### src/rtl/bf_pkg.sv
// Shared definitions for the Brainfuck CPU I/O block.
//   BF_DATA_WIDTH  : default byte width, matches the CPU data path
//   BF_FIFO_AW     : default log2 FIFO depth
//   STAT_*_BIT     : bit positions in the future memory-mapped status word
package bf_pkg;
  localparam int BF_DATA_WIDTH = 8;
  localparam int BF_FIFO_AW    = 4;

  // status register layout
  localparam int STAT_OVERFLOW_BIT = 0;
  localparam int STAT_W            = 1;
endpackage

### src/rtl/bf_io_controller_byte_fifo.sv
// byte_fifo: synchronous first-word-fall-through FIFO.
//   clk, rst_n : clock, async active-low reset (pointers/count cleared)
//   push, din  : write din when push & !full
//   pop        : advance head when pop & !empty
//   head       : current head word, 0 while empty (no read latency)
//   count      : registered occupancy 0..2**AW
//   full/empty : decoded from the registered count only
module byte_fifo
  import bf_pkg::*;
#(
  parameter int DATA_WIDTH = BF_DATA_WIDTH,
  parameter int AW         = BF_FIFO_AW
) (
  input  logic                  clk,
  input  logic                  rst_n,
  input  logic                  push,
  input  logic [DATA_WIDTH-1:0] din,
  input  logic                  pop,
  output logic [DATA_WIDTH-1:0] head,
  output logic [AW:0]           count,
  output logic                  full,
  output logic                  empty
);
  localparam int DEPTH = 1 << AW;

  logic [DATA_WIDTH-1:0] mem [DEPTH];
  logic [AW-1:0]         wr_ptr, rd_ptr;
  logic                  do_push, do_pop;

  assign full    = (count == (AW+1)'(DEPTH));
  assign empty   = (count == '0);
  // Guard here too so a careless caller can never corrupt pointers.
  assign do_push = push & ~full;
  assign do_pop  = pop & ~empty;

  // Storage needs no reset; the empty mask below hides stale words.
  always_ff @(posedge clk) begin
    if (do_push) mem[wr_ptr] <= din;
  end

  always_ff @(posedge clk or negedge rst_n) begin
    if (!rst_n) begin
      wr_ptr <= '0;
      rd_ptr <= '0;
      count  <= '0;
    end else begin
      if (do_push) wr_ptr <= wr_ptr + 1'b1;
      if (do_pop)  rd_ptr <= rd_ptr + 1'b1;
      case ({do_push, do_pop})
        2'b10:   count <= count + 1'b1;
        2'b01:   count <= count - 1'b1;
        default: count <= count;
      endcase
    end
  end

  assign head = empty ? '0 : mem[rd_ptr];
endmodule

### src/rtl/bf_io_controller.sv
// bf_io_controller: byte-stream glue between the Brainfuck CPU and a host link.
//   host_in_*   : host->CPU bytes, valid/ready, buffered in the input FIFO
//   cpu_data_*  : CPU data_in/data_available/data_read and data_out/data_out_en
//   host_out_*  : CPU->host bytes, valid/ready, drained from the output FIFO
//   clear_overflow : pulse clearing the sticky overflow flag
//   in_count/out_count : FIFO occupancies
//   overflow    : sticky, an output byte arrived while the output FIFO was full
// The CPU has no output stall, so a write into a full output FIFO is dropped
// and flagged rather than back-pressured.
module bf_io_controller
  import bf_pkg::*;
#(
  parameter int DATA_WIDTH = BF_DATA_WIDTH,
  parameter int FIFO_AW    = BF_FIFO_AW
) (
  input  logic                  clk,
  input  logic                  rst_n,
  input  logic [DATA_WIDTH-1:0] host_in_data,
  input  logic                  host_in_valid,
  output logic                  host_in_ready,
  output logic [DATA_WIDTH-1:0] host_out_data,
  output logic                  host_out_valid,
  input  logic                  host_out_ready,
  output logic [DATA_WIDTH-1:0] cpu_data_in,
  output logic                  cpu_data_avail,
  input  logic                  cpu_data_read,
  input  logic [DATA_WIDTH-1:0] cpu_data_out,
  input  logic                  cpu_data_out_en,
  input  logic                  clear_overflow,
  output logic [FIFO_AW:0]      in_count,
  output logic [FIFO_AW:0]      out_count,
  output logic                  overflow
);
  logic in_full, in_empty, out_full, out_empty;
  logic in_push, in_pop, out_push, out_pop, drop;

  // Handshakes use registered full/empty only: a same-cycle pop never
  // opens a slot for a same-cycle push when full.
  assign host_in_ready  = ~in_full;
  assign cpu_data_avail = ~in_empty;
  assign host_out_valid = ~out_empty;

  assign in_push  = host_in_valid & host_in_ready;
  assign in_pop   = cpu_data_read & cpu_data_avail;
  assign out_push = cpu_data_out_en & ~out_full;
  assign out_pop  = host_out_valid & host_out_ready;
  assign drop     = cpu_data_out_en & out_full;

  byte_fifo #(.DATA_WIDTH(DATA_WIDTH), .AW(FIFO_AW)) u_in_fifo (
    .clk   (clk),
    .rst_n (rst_n),
    .push  (in_push),
    .din   (host_in_data),
    .pop   (in_pop),
    .head  (cpu_data_in),
    .count (in_count),
    .full  (in_full),
    .empty (in_empty)
  );

  byte_fifo #(.DATA_WIDTH(DATA_WIDTH), .AW(FIFO_AW)) u_out_fifo (
    .clk   (clk),
    .rst_n (rst_n),
    .push  (out_push),
    .din   (cpu_data_out),
    .pop   (out_pop),
    .head  (host_out_data),
    .count (out_count),
    .full  (out_full),
    .empty (out_empty)
  );

  // A drop in the same cycle as a clear keeps the flag set.
  always_ff @(posedge clk or negedge rst_n) begin
    if (!rst_n)              overflow <= 1'b0;
    else if (drop)           overflow <= 1'b1;
    else if (clear_overflow) overflow <= 1'b0;
  end
endmodule

### config.mk
export PLATFORM = sky130hd
export DESIGN_NAME = bf_io_controller
export DESIGN_NICKNAME = d
export VERILOG_FILES = /design/src/rtl/bf_pkg.sv /design/src/rtl/bf_io_controller_byte_fifo.sv /design/src/rtl/bf_io_controller.sv
export SDC_FILE = /design/constraint.sdc
export NUM_CORES = 1
export LEC_CHECK = 0
export CORE_MARGIN = 8
export CORE_UTILIZATION = 35
export DETAILED_ROUTE_END_ITERATION = 10
export GPL_TIMING_DRIVEN = 0
export PLACE_DENSITY_LB_ADDON = 0.05
export SLEW_MARGIN = 20
export SYNTH_ARGS = -nofsm -noshare
export SYNTH_HDL_FRONTEND = slang
export SYNTH_SLANG_ARGS = --single-unit
### constraint.sdc
create_clock -name clk -period 3.3 [get_ports clk]
set_input_delay 0.99 -clock clk [delete_from_list [all_inputs] [get_ports clk]]
set_output_delay 0.99 -clock clk [all_outputs]
set_load 0.005 [all_outputs]
# Yosys cells after proc, flatten, opt, wreduce, memory -nomap -nowiden
# Memories as Yosys holds them, arrays and structs flattened.
# Cells that the tools add are included.
[word_totals]
reg_bits = 27
latchBits = 0
mem_bits_rw = 256
romBits = 0
input_bits = 23
out_inout_bits = 30
word_cells = 51
memories = 2
[classes]
n_addsub = 8
multipliers = 0
div = 0
n_lt_le_gt_ge = 0
eq_ne = 6
n_shift = 0
mux = 10
n_bitwise = 13
reduce_logical = 5
[memory_table]
columns = ["memory", "words", "width", "read_ports", "rd_clocked_by_memory_dff", "write_ports", "line", "rtl"]
rows = [
  ["u_in_fifo.mem", 16, 8, 1, 0, 1, "bf_io_controller_byte_fifo.sv:26", "logic [DATA_WIDTH-1:0] mem [DEPTH];"],
  ["u_out_fifo.mem", 16, 8, 1, 0, 1, "bf_io_controller_byte_fifo.sv:26", ""],
]
[op_table]
columns = ["cell", "n"]
rows = [
  ["$pmux 5 s2", 2],
  ["$add 4x1->4 const B", 4],
  ["$mux 8", 2],
  ["$add 5x1->5 const B", 2],
  ["$eq 5x5->1 const B", 2],
  ["$logic_not 5->1", 2],
  ["$sub 5x1->5 const B", 2],
  ["$and 1x1->1", 9],
  ["$mux 1", 6],
  ["$reduce_bool 2->1", 3],
  ["$eq 2x1->1 const B", 2],
  ["$eq 2x2->1 const B", 2],
  ["$not 1->1", 4],
]

# Depth between registers and ports, before layout
# Gate-level depths: netlist of run 1.
[logic_depth]
depth_word = 6
depth_mapped = 12
ltp_nobuf = 10

# Modules after synthesis
# A second synthesis of run 1 with hierarchy kept.
[hier_totals]
cells_unflattened = 629
hier_area_um2 = 11861.4
[by_module_without_submodules]
columns = ["module", "instances", "cells_per_inst", "area_each_um2", "seq_area_each_um2"]
rows = [
  ["byte_fifo at u_in_fifo", 1, 309, 5898.2, 4169.0],
  ["byte_fifo at u_out_fifo", 1, 309, 5889.4, 4169.0],
  ["bf_io_controller", 1, 11, 73.8, 25.0],
]

# Least setup slack after synthesis of run 1
# Ideal clock, no wire load.
[synth_timing]
path_kind = "input-to-reg"
from = "in host_out_ready"
to = "reg u_out_fifo.count[4]"
setup_ns = 0.080
t_arrival_ns = 2.824
t_required_ns = 3.220
path_slack_ns = 0.396
cell_stages = 9
path_buffers = 1
cell_sequence = "a21boi_1 -> ha_1 -> buf_2 -> xor2_1 -> ha_1 -> a21boi_0 -> o32ai_1 -> nor4b_2 -> xnor2_1"
[synth_between]
elab_chain_len = 4
word_cells_on_any_way = 6
classes_between = "2 x eq/ne; 1 x mux; 2 x bitwise; 1 x reduce/logical"
[synth_lines]
columns = ["item", "line", "rtl"]
rows = [
  ["start, declared", "bf_io_controller.sv:23", "input logic host_out_ready,"],
  ["$and 1x1->1 *", "bf_io_controller.sv:46", "assign out_pop = host_out_valid & host_out_ready;"],
  ["$and 1x1->1 *", "bf_io_controller_byte_fifo.sv:34", "assign do_pop = pop & ~empty;"],
  ["$eq 2x1->1 or $eq 2x2->1 (tied branches)", "bf_io_controller_byte_fifo.sv:49", "case ({do_push, do_pop})"],
  ["$pmux 5 s2 or $reduce_bool 2->1 (tied branches)", "n/a", ""],
  ["end signal, assigned", "bf_io_controller_byte_fifo.sv:50", "2'b10: count <= count + 1'b1;"],
  ["end signal, assigned", "bf_io_controller_byte_fifo.sv:51", "2'b01: count <= count - 1'b1;"],
  ["end signal, assigned", "bf_io_controller_byte_fifo.sv:52", "default: count <= count;"],
  ["end, declared", "bf_io_controller_byte_fifo.sv:20", "output logic [AW:0] count,"],
]
# Every way passes the cells marked *; elsewhere a longest branch is shown, timed or not.
# A chain may end at the register's enable or synchronous reset.

# Worst setup path in the final report of run 1
[layout_timing]
from = "reg u_out_fifo.rd_ptr[0]"
to = "out host_out_data[0]"
[layout_between]
elab_chain_len = 2
[layout_lines]
columns = ["item", "line", "rtl"]
rows = [
  ["start, declared", "bf_io_controller_byte_fifo.sv:27", "logic [AW-1:0] wr_ptr, rd_ptr;"],
  ["start signal, assigned", "bf_io_controller_byte_fifo.sv:48", "if (do_pop) rd_ptr <= rd_ptr + 1'b1;"],
  ["$mem_v2 16x8", "n/a", ""],
  ["$mux 8", "bf_io_controller_byte_fifo.sv:57", "assign head = empty ? '0 : mem[rd_ptr];"],
  ["end, declared", "bf_io_controller.sv:21", "output logic [DATA_WIDTH-1:0] host_out_data,"],
]
# Every way passes these cells.

==> flow_metrics.py, run 1 <==
metrics = {
    "synth": {
        "ys_types": 43,
        "synth.top_cell.area_share_pct": 65.7,
        "syn-cell-area_mm2": 0.0117,
        "synthCells": 594,
        "ys_top_cells_by_count": "edfxtp_1 (256), mux4_1 (36), mux2i_1 (32)",
        "synth.yosys.seq_area_share_pct": 71.5,
        "synth_top_cell_by_area": "edfxtp_1",
        "synthFlopType": "edfxtp_1",
        "yosys_warnings": 0,
        "synthTopCellsByArea": "edfxtp_1 (66%), mux4_1 (8.1%), dfrtp_1 (5.8%)",
        "ys_ff_latch": 283,
        "synth_edf_count": 256,
        "syn_nets": 634,
        "yosysMostFrequentCell": "edfxtp_1",
        "syn_area_per_cell_um2": 19.7,
        "async_reset_ff_share_pct": 9.54,
    },
    "place": {
        "globalplace.congestion": 0.729,
        "postPlaceCellArea_mm2": 0.0128,
        "place_hpwl_mm": 16.8,
        "place_ws_ns": -0.516,
        "io_buffer_count": 52,
    },
    "setup_path": {
        "path_max_fanout": 5,
        "arrival_ns": 2.35,
        "critPathCaptureType": "primary output",
        "cp.required_ns": 2.31,
        "start_kind": "flip-flop",
        "crit_type": "reg2out",
    },
    "die": {
        "fp-row-count": 67,
        "die_w_um": 199,
        "ios": 53,
        "initial_core_util_pct": 35.2,
        "coreArea_mm2": 0.0332,
        "die_area_mm2": 0.0395,
        "die_y_um": 199,
    },
    "min_path": {
        "hp-class": "in2async",
    },
    "timing": {
        "holdWs_ns": 0.480,
        "setup_viol": 1,
        "rsz0062_at_grt": "true",
        "finalHoldViolCount": 0,
        "period_needed_ns": 3.34,
        "min_period_over_period_pct": 101,
        "tns_ns": -0.0363,
        "max_freq_ghz": 0.300,
        "skew_ns": 0.00620,
        "timing.final.ws_setup_ns": -0.0363,
        "worstMarginPinSlew_ns": 1.03,
        "report.final.slew_viol_count": 0,
        "slew-limit-headroom_pct": 31.0,
    },
    "power_and_ir_drop": {
        "power_leakage_nw": 4.85,
        "p_total_mw": 13.3,
        "powerDensity_mw_per_mm2": 923,
        "ir_worst_vdd_uv": 528,
    },
    "drt": {
        "drt_iter0_markers": 295,
        "post_drt_wl_per_cell_um": 22.8,
        "via_per_inst": 4.97,
        "num_vias": 5872,
        "drt.antenna.violating_nets": 0,
        "drc_errors": 0,
        "drtPass1Iterations": 5,
        "wl_mm": 26.9,
    },
    "clock_network": {
        "clock_latency_ns": 0.55,
        "clock-root-buffer": "clkbuf_16",
        "clkTransAtPathRegs_ns": 0.06,
        "cts_sinks": 283,
        "cts_buffers": 31,
        "cts_tree": "done",
        "h-tree-depth": 1,
        "clk_path_buf_depth": 3,
    },
    "run_status": {
        "failed_checks": "setup timing",
        "status": "finished with violations",
    },
    "cells_and_area": {
        "insertedDiodeCount": 0,
        "fin_nets": 750,
        "fin_area_mm2": 0.0144,
        "fillers": 2959,
        "drive_above_1_share_pct": 31.5,
        "area_growth_pct": 23.0,
    },
    "global_routing": {
        "grt_pass1_vias": 6337,
        "antenna_found_initial": 0,
        "grt_overflow_total": 0,
        "grt_use_total_pct": 13.7,
        "grt_pass1_wl_mm": 40.3,
        "grt_max_degree": 28,
    },
    "job": {
        "maxCapViolations": 0,
    },
}
[cells in the final DEF (no fill, tap or decap), types with 7 or more instances in the layout]
cell type,count
buf_12,11
buf_2,25
buf_4,25
buf_6,8
bufinv_16,8
clkbuf_1,10
clkbuf_16,33
clkdlybuf4s50_1,35
dfrtp_1,24
edfxtp_1,256
ha_1,17
inv_1,12
mux2i_1,14
mux2i_2,9
mux2i_4,9
mux4_2,60
nand2_1,16
nand2b_1,8
nor2_1,27
nor3_2,8
o22ai_1,9
o22ai_2,7
xnor2_1,14
xor2_1,10
[cell type report]
class | instances | area [um^2] | share of cell area [%]
repair buffers | 85 | 822 | 5.71
clock inverters | 19 | 290 | 2.02
flip-flops and latches | 283 | 8370 | 58.1
well taps | 448 | 561 | 3.89
clock buffers | 37 | 798 | 5.55
multi-input cells | 265 | 3210 | 22.3
inverters | 12 | 45.0 | 0.313
plain buffers | 32 | 298 | 2.07
[metal layers]
metal / vias to the layer above / GRT usage, % / part of all wire [%]
met4: 0 / 3.05 / 1.6
li1: 2614 / - / -
met1: 3111 / 19.9 / 48
met2: 110 / 21.3 / 46
met5: - / 0 / 0
met3: 37 / 2.17 / 4.4
[stage by stage]
stage | util (%) | instances
final | 43.4 | 1181
after floorplan | - | 594
after global placement | 38.5 | 1094
after global routing | 43.4 | 1181
after detailed placement | 38.7 | 1098
after CTS | 43.5 | 1181
[path summary, 6_finish.rpt]
kind	start	end	slack, ns	cells past startpoint
worst max-delay path	u_out_fifo.rd_ptr[0]$_DFFE_PN0P_	host_out_data[0]	-0.04	7
worst min-delay path	rst_n	overflow$_DFFE_PN0P_	0.48	1
worst max register to register	u_out_fifo.count[2]$_DFFE_PN0P_	u_out_fifo.count[4]$_DFFE_PN0P_	0.29	13
worst min register to register	overflow$_DFFE_PN0P_	overflow$_DFFE_PN0P_	0.53	2
max in group asynchronous	rst_n	u_out_fifo.rd_ptr[1]$_DFFE_PN0P_	2.31	1
min in group clk	overflow$_DFFE_PN0P_	overflow$_DFFE_PN0P_	0.53	2
[critical path, cell delays in order, from the launching register on]
cell,delay [ns]
dfrtp_2,0.42
buf_12,0.16
buf_12,0.12
buf_4,0.11
mux4_2,0.50
mux2i_2,0.22
o22ai_2,0.12
buf_2,0.14
[report_power, final]
part	internal, mW	switching [mW]
Sequential	4.41	0.272
Clock	2.33	1.35
Combinational	2.53	2.39
Total	9.27	4.02
[flip-flops by register name, summed over array words and instances, names as in the netlist]
signal             cells
overflow               1
u_in_fifo.count        5
u_in_fifo.mem        128
u_in_fifo.rd_ptr       4
u_in_fifo.wr_ptr       4
u_out_fifo.count       5
u_out_fifo.mem       128
u_out_fifo.rd_ptr      4
u_out_fifo.wr_ptr      4
[cells by family (layout without fill, tap and decap cells)]
logic type | Yosys count | count (layout) | share of synthesized area [%]
DFF | 283 | 283 | 71.5
muxes | 100 | 100 | 16.6
and+or+nand+nor | 84 | 84 | 3.78
buffers and inverters | 46 | 185 | 2.22
AOI/OAI and AO/OA | 40 | 40 | 2.29
xor gates and xnor gates | 24 | 24 | 1.80
adders and majority gates | 17 | 17 | 1.82
[repair_timing]
action                                  CTS  global route
resized for setup                       157            23
endpoints found under the setup margin   16            17
pin swaps                                18             7
gates cloned                              7             1
hold buffers                              0             0
buffers inserted                         22             3
Note: power is estimated with default switching activity, not from simulation.
==> run 2: changes to the inputs <==
--- a/config.mk
+++ b/config.mk
@@ -8,6 +8,7 @@
 export CORE_MARGIN = 8
 export CORE_UTILIZATION = 35
 export DETAILED_ROUTE_END_ITERATION = 10
+export GPL_ROUTABILITY_DRIVEN = 0
 export GPL_TIMING_DRIVEN = 0
 export PLACE_DENSITY_LB_ADDON = 0.05
 export SLEW_MARGIN = 20
==> results of run 2 <==
Same layout as run 1: the final DEF is identical, and so are final timing and power.
